[src/rtl/sci_frame_ctrl.sv]
// SCI slave frame controller: decodes a CSN-framed, LSB-first command/address/data
// stream, sequences the external SIPO, and issues register write strobes and read requests.
module sci_frame_ctrl #(
    parameter int DATA_WIDTH = 8,
    parameter int ADDR_WIDTH = 4
) (
    input  logic                  clk_i,
    input  logic                  rst_i,
    input  logic                  csn_i,
    input  logic                  sin_i,
    output logic                  sipo_en_o,
    input  logic [DATA_WIDTH-1:0] sipo_pout_i,
    output logic [ADDR_WIDTH-1:0] addr_o,
    output logic [DATA_WIDTH-1:0] wdata_o,
    output logic                  wreq_o,
    output logic                  rreq_o,
    input  logic                  rack_i,
    input  logic [DATA_WIDTH-1:0] rdata_i,
    output logic                  sout_o,
    output logic                  sout_oe_o,
    output logic                  busy_o,
    output logic                  abort_o
);

    localparam int CW = $clog2(DATA_WIDTH + 1);
    localparam logic [CW-1:0] ADDR_LAST = CW'(ADDR_WIDTH - 1);
    localparam logic [CW-1:0] DATA_LAST = CW'(DATA_WIDTH - 1);

    // CMD carries the first address bit; RD_CAP is the read-path cycle in which
    // the address is taken from the SIPO before the request is raised.
    typedef enum logic [3:0] {
        S_IDLE,
        S_CMD,
        S_ADDR,
        S_WDATA,
        S_WSTB,
        S_RD_CAP,
        S_RD_REQ,
        S_RD_SHIFT,
        S_WAIT_END
    } state_t;

    state_t                state_q;
    logic [CW-1:0]         cnt_q;
    logic                  cmd_wr_q;
    logic [ADDR_WIDTH-1:0] addr_q;
    logic [DATA_WIDTH-1:0] wdata_q;
    logic [DATA_WIDTH-1:0] shift_q;
    logic                  wreq_q;
    logic                  rreq_q;
    logic                  oe_q;
    logic                  abort_q;

    always_ff @(posedge clk_i or posedge rst_i) begin
        if (rst_i) begin
            state_q  <= S_IDLE;
            cnt_q    <= '0;
            cmd_wr_q <= 1'b0;
            addr_q   <= '0;
            wdata_q  <= '0;
            shift_q  <= '0;
            wreq_q   <= 1'b0;
            rreq_q   <= 1'b0;
            oe_q     <= 1'b0;
            abort_q  <= 1'b0;
        end else begin
            wreq_q  <= 1'b0;
            abort_q <= 1'b0;
            unique case (state_q)
                S_IDLE: begin
                    if (!csn_i) begin
                        cmd_wr_q <= sin_i;
                        cnt_q    <= '0;
                        state_q  <= S_CMD;
                    end
                end
                S_CMD, S_ADDR: begin
                    if (csn_i) begin
                        state_q <= S_IDLE;
                        cnt_q   <= '0;
                        abort_q <= 1'b1;
                    end else if (cnt_q == ADDR_LAST) begin
                        cnt_q   <= '0;
                        state_q <= cmd_wr_q ? S_WDATA : S_RD_CAP;
                    end else begin
                        cnt_q   <= cnt_q + 1'b1;
                        state_q <= S_ADDR;
                    end
                end
                S_WDATA: begin
                    if (csn_i) begin
                        state_q <= S_IDLE;
                        cnt_q   <= '0;
                        abort_q <= 1'b1;
                    end else begin
                        // Address is still intact in the SIPO top bits during the first data cycle.
                        if (cnt_q == '0) begin
                            addr_q <= sipo_pout_i[DATA_WIDTH-1 -: ADDR_WIDTH];
                        end
                        if (cnt_q == DATA_LAST) begin
                            cnt_q   <= '0;
                            state_q <= S_WSTB;
                        end else begin
                            cnt_q <= cnt_q + 1'b1;
                        end
                    end
                end
                S_WSTB: begin
                    wdata_q <= sipo_pout_i;
                    wreq_q  <= 1'b1;
                    state_q <= S_WAIT_END;
                end
                S_RD_CAP: begin
                    if (csn_i) begin
                        state_q <= S_IDLE;
                        abort_q <= 1'b1;
                    end else begin
                        addr_q  <= sipo_pout_i[DATA_WIDTH-1 -: ADDR_WIDTH];
                        rreq_q  <= 1'b1;
                        state_q <= S_RD_REQ;
                    end
                end
                S_RD_REQ: begin
                    if (csn_i) begin
                        rreq_q  <= 1'b0;
                        state_q <= S_IDLE;
                        abort_q <= 1'b1;
                    end else if (rreq_q && rack_i) begin
                        shift_q <= rdata_i;
                        rreq_q  <= 1'b0;
                        oe_q    <= 1'b1;
                        cnt_q   <= '0;
                        state_q <= S_RD_SHIFT;
                    end
                end
                S_RD_SHIFT: begin
                    if (csn_i) begin
                        oe_q    <= 1'b0;
                        cnt_q   <= '0;
                        state_q <= S_IDLE;
                        abort_q <= 1'b1;
                    end else begin
                        shift_q <= shift_q >> 1;
                        if (cnt_q == DATA_LAST) begin
                            oe_q    <= 1'b0;
                            cnt_q   <= '0;
                            state_q <= S_WAIT_END;
                        end else begin
                            cnt_q <= cnt_q + 1'b1;
                        end
                    end
                end
                S_WAIT_END: begin
                    if (csn_i) begin
                        state_q <= S_IDLE;
                    end
                end
                default: begin
                    state_q <= S_IDLE;
                    cnt_q   <= '0;
                end
            endcase
        end
    end

    assign sipo_en_o = (state_q == S_CMD) || (state_q == S_ADDR) || (state_q == S_WDATA);
    assign addr_o    = addr_q;
    assign wdata_o   = wdata_q;
    assign wreq_o    = wreq_q;
    assign rreq_o    = rreq_q;
    assign sout_o    = oe_q & shift_q[0];
    assign sout_oe_o = oe_q;
    assign busy_o    = (state_q != S_IDLE);
    assign abort_o   = abort_q;

endmodule

[config.mk]
export PLATFORM = sky130hd
export DESIGN_NAME = sci_frame_ctrl
export DESIGN_NICKNAME = d
export VERILOG_FILES = /design/src/rtl/sci_frame_ctrl.sv
export SDC_FILE = /design/constraint.sdc
export NUM_CORES = 1
export LEC_CHECK = 0
export ABC_AREA = 0
export CAP_MARGIN = 20
export CORE_MARGIN = 2
export CORE_UTILIZATION = 40
export DETAILED_ROUTE_END_ITERATION = 10
export PLACE_DENSITY = 0.66
export REMOVE_ABC_BUFFERS = 1
export SETUP_SLACK_MARGIN = 0.1
export SLEW_MARGIN = 20
export SYNTH_ARGS = -nofsm -noshare
export SYNTH_HDL_FRONTEND = slang
export SYNTH_SLANG_ARGS = --single-unit
export TNS_END_PERCENT = 20
[constraint.sdc]
create_clock -name clk_i -period 2 [get_ports clk_i]
set_clock_uncertainty 0.05 [all_clocks]
set_input_delay 0.4 -clock clk_i [delete_from_list [all_inputs] [get_ports clk_i]]
set_output_delay 0.4 -clock clk_i [all_outputs]
set_load 0.01 [all_outputs]
; ---- Word-level counts from Yosys, hierarchy flattened
; Cells that the tools add are included.
[op_classes]
addsub = 1
n_eq_ne = 21
n_mux = 41
n_bitwise = 3
reduce_logical = 20
[op_table]
columns = op, count
row1 = two-way mux 4 bit, 18
row2 = one-hot mux 4 bit (8 select lines), 1
row3 = two-way mux 8 bit, 3
row4 = "== test 4 x 3 -> 1 bit, second input constant", 5
row5 = one-hot mux 4 bit (5 select lines), 1
row6 = "inequality test 2 bit, second input constant", 8
row7 = one-hot mux 8 bit (2 select lines), 1
row8 = AND reduction 4 bit, 4
row9 = "== test 4 x 2 -> 1 bit, second input constant", 3
row10 = two-way mux 3 bit, 4
row11 = two-way mux 1 bit, 10
row12 = "inequality test 3 bit, second input constant", 3
row13 = logical NOT 4 bit, 2
row14 = one-hot mux 4 bit (2 select lines), 1
row15 = nonzero test 2 bit, 3
row16 = OR reduction 6 bit, 1
row17 = AND reduction 5 bit, 1
row18 = "adder 4 x 1 -> 4 bit, second input constant", 1
row19 = "== test 4 x 1 -> 1 bit, second input constant", 1
row20 = "== test 4 bit, second input constant", 1
row21 = one-hot mux 1 bit (2 select lines), 2
row22 = nonzero test 4 bit, 1
row23 = OR reduction 2 bit, 2
row24 = AND reduction 3 bit, 1
row25 = other kinds (6), 8
[word_totals]
register_bits = 33
in_bits = 21
out_inout_bits = 19
elab_cells = 96

; ---- Longest topological paths before layout
[logic_depth]
ltp_word = 4
ltp_mapped = 6
ltp_nobuf = 5

; ---- Least setup slack after synthesis
; OpenSTA, ideal clock, no wires.
[synth_timing]
kind = reg-to-reg
from = register cnt_q[0]
to = register state_q[1]
setup_time_ns = 0.133
arrival_ns = 1.593
t_required_ns = 1.817
slack_ns = 0.224
path_stages_with_launch = 6
path_buffers = 0
synth_period_minus_slack_ns = 1.776
cell_sequence = dfrtp_1 ha_1 or3b_4 or4_1 a31oi_1 nor3_1
[synth_via]
elab_chain_cells = 4
elab_cells_between_ends = 8
classes_between = eq/ne: 4 / mux: 3 / reduce/logical: 1
[synth_rtl]
columns = element, line_no
row1 = start: declaration, 44  ; logic [CW-1:0] cnt_q;
row2 = start signal: assignment, 86  ; cnt_q <= cnt_q + 1'b1;
row3 = start signal: assignment, 104  ; cnt_q <= cnt_q + 1'b1;
row4 = start signal: assignment, 149  ; cnt_q <= cnt_q + 1'b1;
row5 = == test 4 x 2 -> 1 bit, 82  ; end else if (cnt_q == ADDR_LAST) begin
row6 = two-way mux 3 bit, 82
row7 = two-way mux 3 bit, 78  ; if (csn_i) begin
row8 = one-hot mux 4 bit (8 select lines), 69  ; unique case (state_q)
row9 = end signal: assignment, 84  ; state_q <= cmd_wr_q ? S_WDATA : S_RD_CAP;
row10 = end: declaration, 43  ; state_t state_q;
; Several ways; a longest one is shown, not always the timed one.
; A chain may end at the register's enable or synchronous reset.

; ---- Worst setup path after layout
[layout_timing]
from = register cnt_q[1]
to = register state_q[1]
; Same word-level chain as after synthesis.

==> out/results.txt <==
Outcome: completed
Period minus WS final: 1.91 ns
Fin util: 58.8%
Port Buffers: 39
Post-synth EDFFs: 0
Worst setup SP type: register
Worst-path cell chain: ha_2 > or3b_4 > or4_1 > a31oi_1 > nor3_1
Syn Area/Cell: 10.7 µm²
Number of global-route vias before repair: 1,475
Worst Tran Pin Value: 0.493 ns
Critical path type: register to register
Setup ws final: 0.0911 ns
LEAKAGE: 1.09 nW
Met1 usage: 21.1%
Global placer's final weighted congestion: 0.868
Post-DP HPWL: 2950 µm
Largest net degree at the start of global routing: 34
Pre-CTS WS: -0.0657 ns
First-pass GRT wire length: 6790 µm
Clock power frac: 25.0%
Routed Antenna Nets: 0
Int Pwr: 1.81 mW
Largest stage delay, worst path: 0.41 ns
Most frequent cells in the layout: clkdlybuf4s50_1, dfrtp_1, nor2_1
Synth top area cells: dfrtp_1, mux2_2, mux2i_1
CP max FO: 7
Critical Path RT: 2.12 ns
CTS tree: yes
DRC viols: 0
Critical Path Start: cnt_q[1]$_DFFE_PP0P_
CTS Buffer Depth: 2
Post-Route WL: 3940 µm
Peak VDD IR: 751 µV
Antenna violations before repair: 0
TritonCTS Buffers: 5
Io pins: 40
RSZ-0062 raised after global routing: yes
Rel. slew slack: 67.0%
Via density per instance: 5.30
Synth area leader: dfrtp_1
Post-route cell area: 2380 µm²
Sequential cell area fraction in the yosys report: 48.1%
Wire length per cell: 14.8 µm
Die area: 4830 µm²
Crit path buf inv count: 0
Max-slew violation count: 0
Hold Slack: 0.449 ns
Synth unique cells: 47
Power Total: 2.60 mW
Commonest non-fill, non-tap cell in the layout: clkdlybuf4s50_1
Post-route insts no fill: 266
Via count: 1,409
Clock slew at reported path FFs: 0.07 ns
Max Freq: 0.524 GHz
RR Endpoint: state_q[1]$_DFFE_PP0P_
Worst R2R Path Depth: 5
Ys async rst share: 100%
DIE WIDTH: 69.5 µm
Gr usage total: 17.7%
Clock Latency Late Sink: 0.29 ns
Root Driver: clkbuf_8
Starting Density: 42.3%
Core Footprint: 4060 µm²
Met3 GRT Util: 5.81%
Most used routing layer in global routing: met2
# diodes: 0
Register area: 827 µm²
Setup violators final: 0
Top delay family on crit path: simple AND/OR/NAND/NOR gates
Synth top area share: 48.1%
H-tree levels: 2
Total iterations of the first detailed-routing run: 4
Area growth syn-to-layout: 38.9%
Worst R2R Start: cnt_q[1]$_DFFE_PP0P_
Syn Inst Count: 161
#FFs+latches synth: 33
Switching pwr: 791 µW
Global routing usage on met2: 29.7%
Die height: 69.5 µm
Fill count: 356
Clock sinks: 33
Share of cells above drive strength 1: 21.3%
Cell Area, Placed: 2260 µm²
Grt ovf: 0
Logic gate share of total power: 36.5%
Crit share post-route: 95.4%
Max cap viols: 0
FP Rows: 23
Final TNS setup: 0 ns
Crit end category: register
Synth Cell Area: 1720 µm²
CP arrival: 2.03 ns
Setup bufs post-CTS: 0
DP Cell Count: 258
Synth Flop Type: dfrtp_1
DRT iter0 DRCs: 98
Fin nets: 238
Hold Crit Class: input pin to asynchronous set/reset pin
YS warnings: 0
Sw frac: 30.4%
PwrDens: 1090 nW/µm²
Sequential share of power: 38.5%
Final Hold Vio Count: 0
Slowest cell on crit path: dfrtp_1
Worst reg-to-reg setup slack: 0.09 ns
Area of the multi-input gates: 843 µm²
[power groups by stage]
stage	Clock, mW	Sequential, mW	Combinational (mW)
final	0.650	1.00	0.951
after global routing	0.706	1.03	1.04
after CTS	0.670	1.00	0.965
after detailed placement	0	1.01	0.965
after global placement	0	0.998	0.948
after floorplan	0	1.07	0.400
[layer usage]
layer | part of all wire (%) | vias up
li1 | - | 693
met1 | 44 | 670
met2 | 48 | 38
met3 | 6.4 | 8
met4 | 1.7 | 0
met5 | 0 | -
[Yosys cell counts, types with 2 or more instances]
cell type,instances
nand3_1,4
buf_2,5
and2_1,4
nand2b_1,4
a21oi_1,12
nand2_1,8
dfrtp_1,33
nor2b_1,4
nor3b_1,3
o21ai_0,3
o2bb2ai_1,2
nor2_1,15
a22o_1,4
o31ai_1,2
mux2_2,13
mux2i_1,7
nor3_1,3
ha_1,2
inv_1,5
[sequential cells by signal, summed over array words and instances, names as in the netlist]
| name | flops |
|---|---|
| abort_o | 1 |
| addr_o | 4 |
| cmd_wr_q | 1 |
| cnt_q | 4 |
| rreq_o | 1 |
| shift_q | 8 |
| sout_oe_o | 1 |
| state_q | 4 |
| wdata_o | 8 |
| wreq_o | 1 |
[area by class of cell]
cell class / count / share of cell area (%)
clock inverters: 1 / 1.26
well taps: 50 / 2.62
clock buffers: 7 / 3.62
flip-flops and latches: 33 / 34.7
multi-input cells: 116 / 35.4
repair buffers: 54 / 21.7
inverters: 5 / 0.787
[kinds of logic after synthesis]
group	count (synthesis)	share of synthesized area, %
adders and majority gates	2	1.46
buffers and inverters	12	3.21
and+or+nand+nor	56	19.1
xor gates and xnor gates	1	0.510
DFF	33	48.1
muxes	20	12.6
AOI/OAI and AO/OA	37	15.0
[worst max-delay path by stage]
stage | to | slack [ns] | depth (start not counted)
final | state_q[1]$_DFFE_PP0P_ | 0.09 | 5
after global routing | state_q[1]$_DFFE_PP0P_ | 0.003 | 5
after CTS | busy_o | 0.02 | 3
after detailed placement | cnt_q[2]$_DFFE_PP0P_ | -0.07 | 5
after global placement | cnt_q[2]$_DFFE_PP0P_ | -0.02 | 5
after floorplan | state_q[1]$_DFFE_PP0P_ | 0.22 | 5
[worst reg2reg max path, delay by kind of cell, from the launching register on]
kind | cells | cell delay (ns)
flip-flops | 1 | 0.41
AO/OA/AOI/OAI | 1 | 0.20
adder cells (fa/ha/maj) | 1 | 0.25
AND/OR/NAND/NOR | 3 | 0.88
[repair_timing]
item | CTS | global route
pin swaps | 0 | 1
cloned | 0 | 0
hold buffers | 0 | 0
endpoints found under the setup margin | 3 | 7
gates resized for setup | 2 | 3
No activity file was read; power rests on OpenSTA's default activity.
